### src/rtl/div_pkg.sv
// rtl/div_pkg.sv - shared state encoding and sizing for the sequential divider
package div_pkg;
  localparam int DIV_WIDTH = 64;
  localparam int DIV_CNT_W = 6;

  typedef enum logic [1:0] {IDLE, RUN, FIN} div_state_t;
endpackage

### src/rtl/fullAddSub_64.sv
// rtl/fullAddSub_64.sv - 64-bit add/subtract datapath (sub=1 computes a - b)
module fullAddSub_64 (
  input  logic [63:0] a,
  input  logic [63:0] b,
  input  logic        sub,
  output logic [63:0] sum,
  output logic        carry_out,
  output logic        overflow
);
  logic [63:0] b_eff;
  logic [64:0] full;

  // Two's complement subtraction: invert b and inject sub as carry-in
  assign b_eff     = b ^ {64{sub}};
  assign full      = {1'b0, a} + {1'b0, b_eff} + {64'd0, sub};
  assign sum       = full[63:0];
  assign carry_out = full[64];
  assign overflow  = (a[63] == b_eff[63]) && (sum[63] != a[63]);
endmodule

### src/rtl/addsub_divider_seq.sv
// rtl/addsub_divider_seq.sv - restoring unsigned divider, one trial subtraction per clock
module addsub_divider_seq
  import div_pkg::*;
#(
  parameter int WIDTH = DIV_WIDTH,
  parameter int CNT_W = DIV_CNT_W
) (
  input  logic             clk,
  input  logic             reset,
  input  logic             start,
  input  logic [WIDTH-1:0] dividend,
  input  logic [WIDTH-1:0] divisor,
  output logic             busy,
  output logic             done,
  output logic [WIDTH-1:0] quotient,
  output logic [WIDTH-1:0] remainder,
  output logic             div_zero
);
  div_state_t       state;
  logic [WIDTH-1:0] q_reg;
  logic [WIDTH-1:0] d_reg;
  logic [WIDTH-1:0] r_reg;
  logic [CNT_W-1:0] cnt;

  logic [WIDTH:0]   s;
  logic [WIDTH-1:0] diff;
  logic             carry;
  logic             sub_ovf_unused;
  logic             qbit;
  logic [WIDTH-1:0] r_next;
  logic [WIDTH-1:0] q_next;

  // The partial remainder's top bit is always 0 between iterations, so only the low bits are stored
  assign s = {r_reg, q_reg[WIDTH-1]};

  fullAddSub_64 u_addsub (
    .a         (s[WIDTH-1:0]),
    .b         (d_reg),
    .sub       (1'b1),
    .sum       (diff),
    .carry_out (carry),
    .overflow  (sub_ovf_unused)
  );

  // s[WIDTH] set means s exceeds any WIDTH-bit divisor even though the low-bit subtract borrowed
  assign qbit   = carry | s[WIDTH];
  assign r_next = qbit ? diff : s[WIDTH-1:0];
  assign q_next = {q_reg[WIDTH-2:0], qbit};

  always_ff @(posedge clk or posedge reset) begin
    if (reset) begin
      state     <= IDLE;
      q_reg     <= '0;
      d_reg     <= '0;
      r_reg     <= '0;
      cnt       <= '0;
      busy      <= 1'b0;
      done      <= 1'b0;
      quotient  <= '0;
      remainder <= '0;
      div_zero  <= 1'b0;
    end else begin
      case (state)
        IDLE: begin
          if (start) begin
            if (divisor == '0) begin
              state     <= FIN;
              done      <= 1'b1;
              quotient  <= '1;
              remainder <= dividend;
              div_zero  <= 1'b1;
            end else begin
              state <= RUN;
              busy  <= 1'b1;
              q_reg <= dividend;
              d_reg <= divisor;
              r_reg <= '0;
              cnt   <= CNT_W'(WIDTH - 1);
            end
          end
        end
        RUN: begin
          q_reg <= q_next;
          r_reg <= r_next;
          cnt   <= cnt - CNT_W'(1);
          if (cnt == '0) begin
            state     <= FIN;
            busy      <= 1'b0;
            done      <= 1'b1;
            quotient  <= q_next;
            remainder <= r_next;
            div_zero  <= 1'b0;
          end
        end
        FIN: begin
          done  <= 1'b0;
          state <= IDLE;
        end
        default: begin
          state <= IDLE;
          busy  <= 1'b0;
          done  <= 1'b0;
        end
      endcase
    end
  end
endmodule

### config.mk
export PLATFORM = sky130hd
export DESIGN_NAME = addsub_divider_seq
export DESIGN_NICKNAME = d
export VERILOG_FILES = /design/src/rtl/div_pkg.sv /design/src/rtl/fullAddSub_64.sv /design/src/rtl/addsub_divider_seq.sv
export SDC_FILE = /design/constraint.sdc
export NUM_CORES = 1
export LEC_CHECK = 0
export ABC_AREA = 0
export BUFFER_PORTS_ARGS = -buffer_cell sky130_fd_sc_hd__buf_2
export CORE_MARGIN = 10
export CORE_UTILIZATION = 58
export DETAILED_ROUTE_END_ITERATION = 10
export PLACE_DENSITY = 0.81
export REMOVE_ABC_BUFFERS = 1
export SYNTH_ARGS = -nofsm -noshare
export SYNTH_HDL_FRONTEND = slang
export SYNTH_HIERARCHICAL = 1
export SYNTH_SLANG_ARGS = --single-unit
### constraint.sdc
create_clock -name clk -period 14 [get_ports clk]
set_clock_uncertainty 0.15 [all_clocks]
set_input_delay 2.1 -clock clk [delete_from_list [all_inputs] [get_ports clk]]
set_output_delay 2.1 -clock clk [all_outputs]
set_load 0.005 [all_outputs]
==> run summary, run 1 <==
CP startpoint kind -> input pin
Post-CTS Resized -> 0
hold buffers post-CTS -> 0
yosys warns -> 6
Final Power -> 3.69 mW
VDD IR max -> 0.0937 mV
Layout area overhead -> 13.8%
DR vias/cell -> 6.25
Setup Viol. Count Final -> 0
clk slew on worst S/H paths -> 0.06 ns
Cell Chain, Critical Path -> buf_2 > nor4_1 > nand4_1 > or4_1 > o21ai_4 > buf_4 > buf_4 > mux2i_1
largest net degree at the start of global routing -> 132
worst rel slew slack -> 20.2%
Netlist Area Pre-Place -> 18,600 um^2
Post-CTS Setup Bufs -> 0
Worst Path Required -> 14.29 ns
crit path DAT -> 6.75 ns
DRT Wirelength -> 53.9 mm
final hold vios -> 0
Worst path top cell family by delay -> simple AND/OR/NAND/NOR gates
DIE HEIGHT -> 199 um
clk sinks -> 331
Core Box Area -> 31,600 um^2
gr ovfl total -> 0
initial antenna violation count -> 3
clock latency on the worst-skew pair -> 0.55 ns
Initial Util -> 58.9%
most frequent CP cell -> buf_4
die area -> 39,700 um^2
met1 WL -> 22.5 mm
critical path class -> in -> reg
Root Buffer -> clkbuf_16
final clock period utilization by the worst path -> 46.2%
CTS tree -> built
Final nets -> 2,206
fin util -> 67.0%
slowest cell on the critical path -> nor4_1
max layer used -> met5
Worst-Margin Slew -> 1.19 ns
Leak -> 10.4 nW
Post-Syn Area per Cell -> 10.2 um^2
CTS H-tree lvls -> 2
io pins -> 262
Max Buffers Root-to-Sink -> 3
vias post-DR -> 15,300
critical path fanouts, max -> 57
max cap viols -> 0
RSZ-0062 raised after global routing -> false
commonest non-fill, non-tap cell in the layout -> dfrtp_1
IO buf count -> 261
fmax -> 155 MHz
Die X-Extent -> 199 um
WL/cell -> 22.1 um
run status -> completed
hold crit path type -> reg -> reg
Crit. End Element -> register
post-route setup TNS -> 0 ns
Crit path largest cell delay -> 0.99 ns
critical path buffer and inverter count -> 3
Post-route DRC -> 0
met2 WL post-DR -> 25.9 mm
gpl congestion -> 0.915
clock buffer count from CTS -> 36
share of layout cells above drive strength 1 -> 24.0%
wire length on met3 -> 3.70 mm
Global Route Usage Sum -> 26.8%
Iter 0 DRT Violations -> 1,120
PD cells -> 174 nW/um^2
# rows -> 65
number of global-route vias before repair -> 15,700
Syn Inst Count -> 1,821
dpl hpwl -> 37.2 mm
Routed Antenna Nets -> 0
most frequent cells in the layout -> 330 x dfrtp_1, 261 x buf_2, 195 x a21oi_1
crit path time final -> 6.46 ns
drt pass-1 iters -> 5
first-pass GRT wire length -> 85.7 mm
pins over their slew limit -> 0
[power breakdown]
part	internal [mW]	total, mW	switching [mW]
combinational	0.590	1.32	0.728
clock	0.620	1.03	0.410
sequential	1.15	1.34	0.193
[area by class of cell]
class	count	area [um^2]
fillers	2489	10400
repair buffers	276	1420
clock inverters	13	236
diodes	2	5.00
clock buffers	51	1050
multi-input cells	1279	9380
inverters	85	327
well taps	402	503
flip-flops and latches	331	8280
[final timing paths]
check | to | slack (ns) | depth (start not counted) | start
max | remainder[31] | 7.54 | 8 | divisor[16]
min | quotient[37] | 0.33 | 1 | quotient[37]
max reg2reg | remainder[21] | 8.34 | 18 | d_reg[15]
min reg2reg | quotient[37] | 0.33 | 1 | quotient[37]
max in group asynchronous | remainder[40] | 9.85 | 4 | reset
min in group asynchronous | quotient[6] | 1.59 | 2 | reset
[layer usage]
metal  global-route usage, %  vias to the layer above
met1                    34.8                     7589
met3                    4.29                       96
met5                       0                        -
met2                    44.5                      590
li1                        -                     6977
met4                    9.78                        2
[through the flow]
step | hold WS [ns] | area (um^2) | std cells | setup slack (ns)
after floorplan | 0.310 | 17900 | 1695 | 2.58
after global placement | 0.308 | 19900 | 2373 | 7.24
after detailed placement | 0.318 | 19900 | 2373 | 7.12
after CTS | 0.336 | 21200 | 2437 | 7.65
after global routing | 0.347 | 21200 | 2438 | 7.46
final | 0.332 | 21200 | 2439 | 7.54
(Power assumes the default switching activity.)
==> run 2, diff against run 1 <==
--- a/config.mk
+++ b/config.mk
@@ -5,12 +5,12 @@
 export SDC_FILE = /design/constraint.sdc
 export NUM_CORES = 1
 export LEC_CHECK = 0
-export ABC_AREA = 0
+export ABC_AREA = 1
 export BUFFER_PORTS_ARGS = -buffer_cell sky130_fd_sc_hd__buf_2
 export CORE_MARGIN = 10
-export CORE_UTILIZATION = 58
+export CORE_UTILIZATION = 54
 export DETAILED_ROUTE_END_ITERATION = 10
-export PLACE_DENSITY = 0.81
+export PLACE_DENSITY = 0.78
 export REMOVE_ABC_BUFFERS = 1
 export SYNTH_ARGS = -nofsm -noshare
 export SYNTH_HDL_FRONTEND = slang
==> constraint.sdc (replaced) <==
create_clock -name clk -period 5.47 [get_ports clk]
set_clock_uncertainty 0.15 [all_clocks]
set_input_delay 0.8205 -clock clk [delete_from_list [all_inputs] [get_ports clk]]
set_output_delay 0.8205 -clock clk [all_outputs]
set_load 0.005 [all_outputs]
==> run 2 against run 1 <==
Effect of this change: register-to-register slack got worse by 7.0 ns; combinational power rose to 4.8 times the previous value; worst hold slack worse by 0.078 ns; first-iteration DRC count grew to 2.6 times the previous value; synthesized cell count up 61%; non-clock buffer count up 11; clock-buffer cell count stayed put; sequential share of layout area is 4.3 points lower; final area rose by 12%; utilization fell by 4.3 points; critical endpoint is now remainder[25]; largest power group is now combinational logic.
==> run summary, run 2 <==
CTS H-tree lvls -> 2 (unchanged)
Iter 0 DRT Violations -> 2,929 (+160%)
gpl congestion -> 1.02 (+11%)
VDD IR max -> 0.359 mV (+280%)
post-route setup TNS -> 0 ns (unchanged)
Root Buffer -> clkbuf_16
Sw Share -> 45.8% (+9.8 points)
yosys warns -> 6 (unchanged)
vias post-DR -> 21,100 (+39%)
Reg power frac -> 30.8% (-5.6 points)
final worst slack -> 1.32 ns (-6.22 ns)
first-pass GRT wire length -> 115 mm (+34%)
Initial Util -> 55.0% (-3.9 points)
clk slew on worst S/H paths -> 0.06 ns (about the same)
Worst-Margin Slew -> 0.998 ns (-0.189 ns)
CP startpoint kind -> register
Post-Syn Area per Cell -> 7.11 um^2 (-31%)
WL/cell -> 20.4 um (-7.6%)
Worst Path Required -> 5.82 ns (-8.47 ns)
Die X-Extent -> 217 um (+8.7%)
drt pass-1 iters -> 6 (+1)
PD cells -> 552 nW/um^2 (+220%)
worst r2r dst -> remainder[25]
Final nets -> 3,305 (+50%)
Post-CTS Resized -> 0 (unchanged)
hold crit path type -> in -> async
hold buffers post-CTS -> 0 (unchanged)
pins over their slew limit -> 0 (unchanged)
final hold vios -> 0 (unchanged)
clk sinks -> 331 (unchanged)
r2r setup slk -> 1.32 ns (-7.02 ns)
Global Route Usage Sum -> 31.0% (+4.1 points)
number of global-route vias before repair -> 19,800 (+26%)
Reg-to-Reg Start -> d_reg[26]
Post-route DRC -> 0 (unchanged)
Setup Viol. Count Final -> 0 (unchanged)
fmax -> 241 MHz
dpl hpwl -> 55.7 mm (+50%)
critical path class -> reg -> reg
Syn Inst Count -> 2,935 (+61%)
critical path fanouts, max -> 65 (+14%)
internal power -> 7.11 mW (+200%)
Routed Antenna Nets -> 0 (unchanged)
DRT Wirelength -> 74.5 mm (+38%)
io pins -> 262 (unchanged)
Layout area overhead -> 14.1%
DIE HEIGHT -> 217 um (+8.7%)
max cap viols -> 0 (unchanged)
Core Box Area -> 37,900 um^2 (+20%)
commonest non-fill, non-tap cell in the layout -> nand2_1
Crit. End Element -> register
worst rel slew slack -> 33.5% (+13 points)
fin util -> 62.8% (-4.3 points)
# rows -> 71 (+9.2%)
clock latency on the worst-skew pair -> 0.57 ns (+0.02 ns)
initial antenna violation count -> 1 (-2)
R2R depth -> 19 (+1)
crit path time final -> 4.15 ns
Netlist Area Pre-Place -> 20,900 um^2 (+12%)
Max Buffers Root-to-Sink -> 3 (unchanged)
final instance area -> 23,800 um^2 (+12%)
DR vias/cell -> 5.79 (-7.4%)
Sw Pwr -> 6.02 mW (+350%)
IO buf count -> 261 (unchanged)
CTS tree -> built
crit path DAT -> 4.51 ns (-2.24 ns)
largest net degree at the start of global routing -> 124 (-6.1%)
final clock period utilization by the worst path -> 75.9%
share of layout cells above drive strength 1 -> 13.2% (-11 points)
run status -> completed
Leak -> 13.5 nW (+30%)
CP startpoint -> d_reg[26]
clock power share -> 21.4% (-6.5 points)
die area -> 46,900 um^2 (+18%)
most frequent cells in the layout -> 949 x nand2_1, 331 x dfrtp_1, 307 x inv_1
crit path to -> remainder[25]
Setup WS pre-CTS -> 1.51 ns (-5.61 ns)
logic gate share of total power -> 47.8% (+12 points)
Post-CTS Setup Bufs -> 0 (unchanged)
RSZ-0062 raised after global routing -> false
gr ovfl total -> 0 (unchanged)
clock buffer count from CTS -> 38 (+5.6%)
Post-Place Cell Area -> 22,400 um^2 (+13%)
[run 2: worst max-delay path, cell delays in order, from the launching register on]
cell and delay [ns]:
dfrtp_1 0.38, xor2_1 0.39, ha_1 0.26, nand2_1 0.11
nor2_1 0.37, inv_1 0.08, nor2_1 0.13, inv_1 0.10
nor4_2 0.24, nand2_1 0.15, nand3_2 0.10, nand2_1 0.06
nand2_1 0.07, nor2_1 0.07, nor2_4 0.11, buf_4 0.61
a22oi_1 0.29, nand2_1 0.12, nand4_1 0.10, nand2_1 0.13
[run 2: power groups by stage]
| stage | Combinational, mW | Sequential (mW) | Clock [mW] |
|---|---|---|---|
| floorplan | 3.95 | 3.87 | 0 |
| global placement | 6.04 | 4.00 | 0 |
| detailed placement | 6.05 | 4.05 | 0 |
| CTS | 6.11 | 4.02 | 2.84 |
| global route | 6.91 | 4.13 | 2.94 |
| finish | 6.28 | 4.05 | 2.81 |
[run 2: worst min-delay path by stage]
stage / start / end / slack (ns) / cells past startpoint
floorplan: q_reg[10] / q_reg[10] / 0.29 / 2
global placement: q_reg[41] / q_reg[41] / 0.30 / 2
detailed placement: q_reg[10] / q_reg[10] / 0.31 / 2
CTS: reset / q_reg[30] / 0.32 / 2
global route: reset / remainder[35] / 0.34 / 2
finish: reset / q_reg[30] / 0.25 / 2
[run 2: routing by layer]
layer	vias up	share of wire, %	track usage (%)
li1	9857	-	-
met1	10000	45	46.5
met2	1156	41	43.9
met3	104	12	7.74
met4	0	1.9	6.27
met5	-	0	0
[run 2: area by class of cell]
cell class	count	area [um^2]
diodes	2	5.00
clock buffers	51	1100
clock inverters	18	273
fillers	3486	14100
inverters	318	1200
multi-input cells	2132	10800
flip-flops and latches	331	8280
well taps	511	639
repair buffers	287	1550
[run 2: metrics by stage]
| stage | power (mW) | instances | hold WS (ns) |
|---|---|---|---|
| 2_1_floorplan | 7.82 | 2781 | 0.292 |
| 3_3_place_gp | 10.0 | 3579 | 0.303 |
| 3_5_place_dp | 10.1 | 3579 | 0.308 |
| 4_1_cts | 13.0 | 3648 | 0.316 |
| 5_1_grt | 14.0 | 3648 | 0.335 |
| 6_report | 13.1 | 3650 | 0.254 |
==> run 3, diff against run 2 <==
--- a/config.mk
+++ b/config.mk
@@ -8,9 +8,9 @@
 export ABC_AREA = 1
 export BUFFER_PORTS_ARGS = -buffer_cell sky130_fd_sc_hd__buf_2
 export CORE_MARGIN = 10
-export CORE_UTILIZATION = 54
+export CORE_UTILIZATION = 59
 export DETAILED_ROUTE_END_ITERATION = 10
-export PLACE_DENSITY = 0.78
+export PLACE_DENSITY = 0.81
 export REMOVE_ABC_BUFFERS = 1
 export SYNTH_ARGS = -nofsm -noshare
 export SYNTH_HDL_FRONTEND = slang
==> constraint.sdc (replaced) <==
create_clock -name clk -period 4.1 [get_ports clk]
set_clock_uncertainty 0.15 [all_clocks]
set_input_delay 0.615 -clock clk [delete_from_list [all_inputs] [get_ports clk]]
set_output_delay 0.615 -clock clk [all_outputs]
set_load 0.005 [all_outputs]
==> run 3 against run 2 <==
Effect of this change: non-clock buffer count increased by 28; via count rose by 1.2%; sequential share of layout area down 0.12 points; global-route usage up 1.8 points; die area fell by 7.7%; cell count down 0.99%; worst hold slack lost 0.20 ns; final area up 0.34%; flip-flop and latch count did not move; register-to-register slack got worse by 0.87 ns.
==> run summary, run 3 (synthesized netlist as in run 2, its figures left out) <==
run status -> completed
Post-route DRC -> 0 (unchanged)
hold buffers post-CTS -> 0 (unchanged)
logic gate share of total power -> 48.5% (+0.7 points)
final worst slack -> 0.444 ns (-0.871 ns)
RSZ-0062 raised after global routing -> false
clock power share -> 20.0% (-1.4 points)
vias post-DR -> 21,400 (+1.2%)
Iter 0 DRT Violations -> 2,878 (-1.7%)
Initial Util -> 60.1% (+5.1 points)
hold crit path type -> in -> async
clk sinks -> 331 (unchanged)
crit path time final -> 3.66 ns (-0.499 ns)
Layout area overhead -> 14.5%
final hold vios -> 0 (unchanged)
CTS H-tree lvls -> 2 (unchanged)
gpl congestion -> 1.00 (-1.6%)
number of global-route vias before repair -> 20,200 (+1.9%)
VDD IR max -> 0.460 mV (+28%)
DR vias/cell -> 5.92 (+2.2%)
Root Buffer -> clkbuf_16
clock latency on the worst-skew pair -> 0.56 ns (about the same)
commonest non-fill, non-tap cell in the layout -> nand2_1
# rows -> 68 (-4.2%)
fmax -> 274 MHz (+14%)
CP startpoint -> d_reg[0]
initial antenna violation count -> 2 (+1)
DIE HEIGHT -> 208 um (-3.9%)
gr ovfl total -> 0 (unchanged)
drt pass-1 iters -> 6 (unchanged)
internal power -> 9.33 mW (+31%)
crit path DAT -> 3.99 ns (-0.52 ns)
Leak -> 13.6 nW (+0.61%)
Sw Share -> 45.8% (-0.056 points)
pins over their slew limit -> 0 (unchanged)
dpl hpwl -> 54.9 mm (-1.4%)
Die X-Extent -> 208 um (-3.9%)
Routed Antenna Nets -> 0 (unchanged)
critical path fanouts, max -> 12 (-82%)
DRT Wirelength -> 74.0 mm (-0.70%)
largest net degree at the start of global routing -> 103 (-17%)
fin util -> 68.8% (+6.1 points)
clock buffer count from CTS -> 36 (-5.3%)
Post-CTS Setup Bufs -> 0 (unchanged)
worst rel slew slack -> 35.3% (+1.8 points)
Post-Place Cell Area -> 22,700 um^2 (+1.0%)
Reg-to-Reg Start -> d_reg[0]
Post-CTS Resized -> 0 (unchanged)
final clock period utilization by the worst path -> 89.2% (+13 points)
Final nets -> 3,332 (+0.82%)
Worst Path Required -> 4.43 ns (-1.39 ns)
Sw Pwr -> 7.88 mW (+31%)
# fillers -> 2,942 (-16%)
Core Box Area -> 34,700 um^2 (-8.5%)
Setup WS pre-CTS -> 0.362 ns (-1.15 ns)
io pins -> 262 (unchanged)
Worst-Margin Slew -> 0.970 ns (-0.0274 ns)
die area -> 43,300 um^2 (-7.7%)
CTS tree -> built
share of layout cells above drive strength 1 -> 13.6% (+0.48 points)
IO buf count -> 261 (unchanged)
Setup Viol. Count Final -> 0 (unchanged)
Reg power frac -> 31.4% (+0.6 points)
final instance area -> 23,900 um^2 (+0.34%)
Max Buffers Root-to-Sink -> 3 (unchanged)
critical path class -> reg -> reg
Global Route Usage Sum -> 32.8% (+1.8 points)
CP startpoint kind -> register
max cap viols -> 0 (unchanged)
clk slew on worst S/H paths -> 0.06 ns (about the same)
first-pass GRT wire length -> 114 mm (-0.73%)
most frequent cells in the layout -> 949 x nand2_1, 331 x dfrtp_1, 307 x inv_1
Crit. End Element -> register
PD cells -> 721 nW/um^2 (+31%)
WL/cell -> 20.5 um (+0.29%)
==> run 3: path summary, 6_finish.rpt <==
| path | to | slack, ns | cells past startpoint |
|---|---|---|---|
| setup / recovery | remainder[49] | 0.44 | 23 |
| hold / removal | q_reg[31] | 0.05 | 2 |
| setup reg to reg | remainder[49] | 0.44 | 23 |
| hold reg to reg | q_reg[49] | 0.32 | 2 |
| max in group asynchronous | remainder[53] | 2.75 | 3 |
| min in group clk | d_reg[38] | 0.16 | 3 |
==> run 3: layer usage <==
layer,track usage [%],up-vias,wire (um)
met5,0,-,13
met3,8.07,136,8980
met2,47.9,1291,31800
met4,8.47,2,1770
li1,-,9909,-
met1,47.5,10100,31400
==> run 3: per-stage QoR <==
| step | cells | setup TNS (ns) | power [mW] | hold slack (ns) |
|---|---|---|---|---|
| after floorplan | 2781 | -2915.51 | 13.1 | 0.292 |
| after global placement | 3551 | 0 | 13.3 | 0.303 |
| after detailed placement | 3551 | 0 | 13.5 | 0.308 |
| after CTS | 3612 | 0 | 17.0 | 0.0803 |
| after global routing | 3614 | 0 | 18.3 | 0.122 |
| final | 3614 | 0 | 17.2 | 0.0529 |
==> run 3: final cells by class <==
cell class	instances	area, um^2	area share (%)
diodes	1	2.50	0.0105
clock inverters	8	158	0.660
well taps	455	569	2.38
flip-flops and latches	331	8280	34.7
clock buffers	53	1060	4.46
inverters	318	1200	5.04
repair buffers	315	1850	7.74
multi-input cells	2133	10800	45.0
==> run 3: power groups by stage <==
| stage | clock (mW) | sequential [mW] | combinational [mW] |
|---|---|---|---|
| floorplan | 0 | 5.26 | 7.82 |
| global placement | 0 | 5.34 | 7.96 |
| detailed placement | 0 | 5.40 | 8.08 |
| CTS | 3.45 | 5.37 | 8.17 |
| global route | 3.59 | 5.53 | 9.20 |
| finish | 3.45 | 5.41 | 8.36 |
==> run 3: worst max-delay path, cell delays in order, from the launching register on <==
cell      delay, ns
dfrtp_1        0.43
inv_1          0.09
nand2_2        0.05
nand2_2        0.07
inv_1          0.06
fa_1           0.41
nand3b_1       0.19
nand2_2        0.15
a21oi_2        0.09
inv_1          0.08
nand2_1        0.06
nand3_2        0.15
nand2_1        0.11
nand3_2        0.08
nand2_1        0.05
nand2_1        0.06
nor2_1         0.05
buf_4          0.15
nor2_2         0.46
a22oi_1        0.19
buf_4          0.18
nand2_1        0.05
nand4_1        0.09
nand2_1        0.12
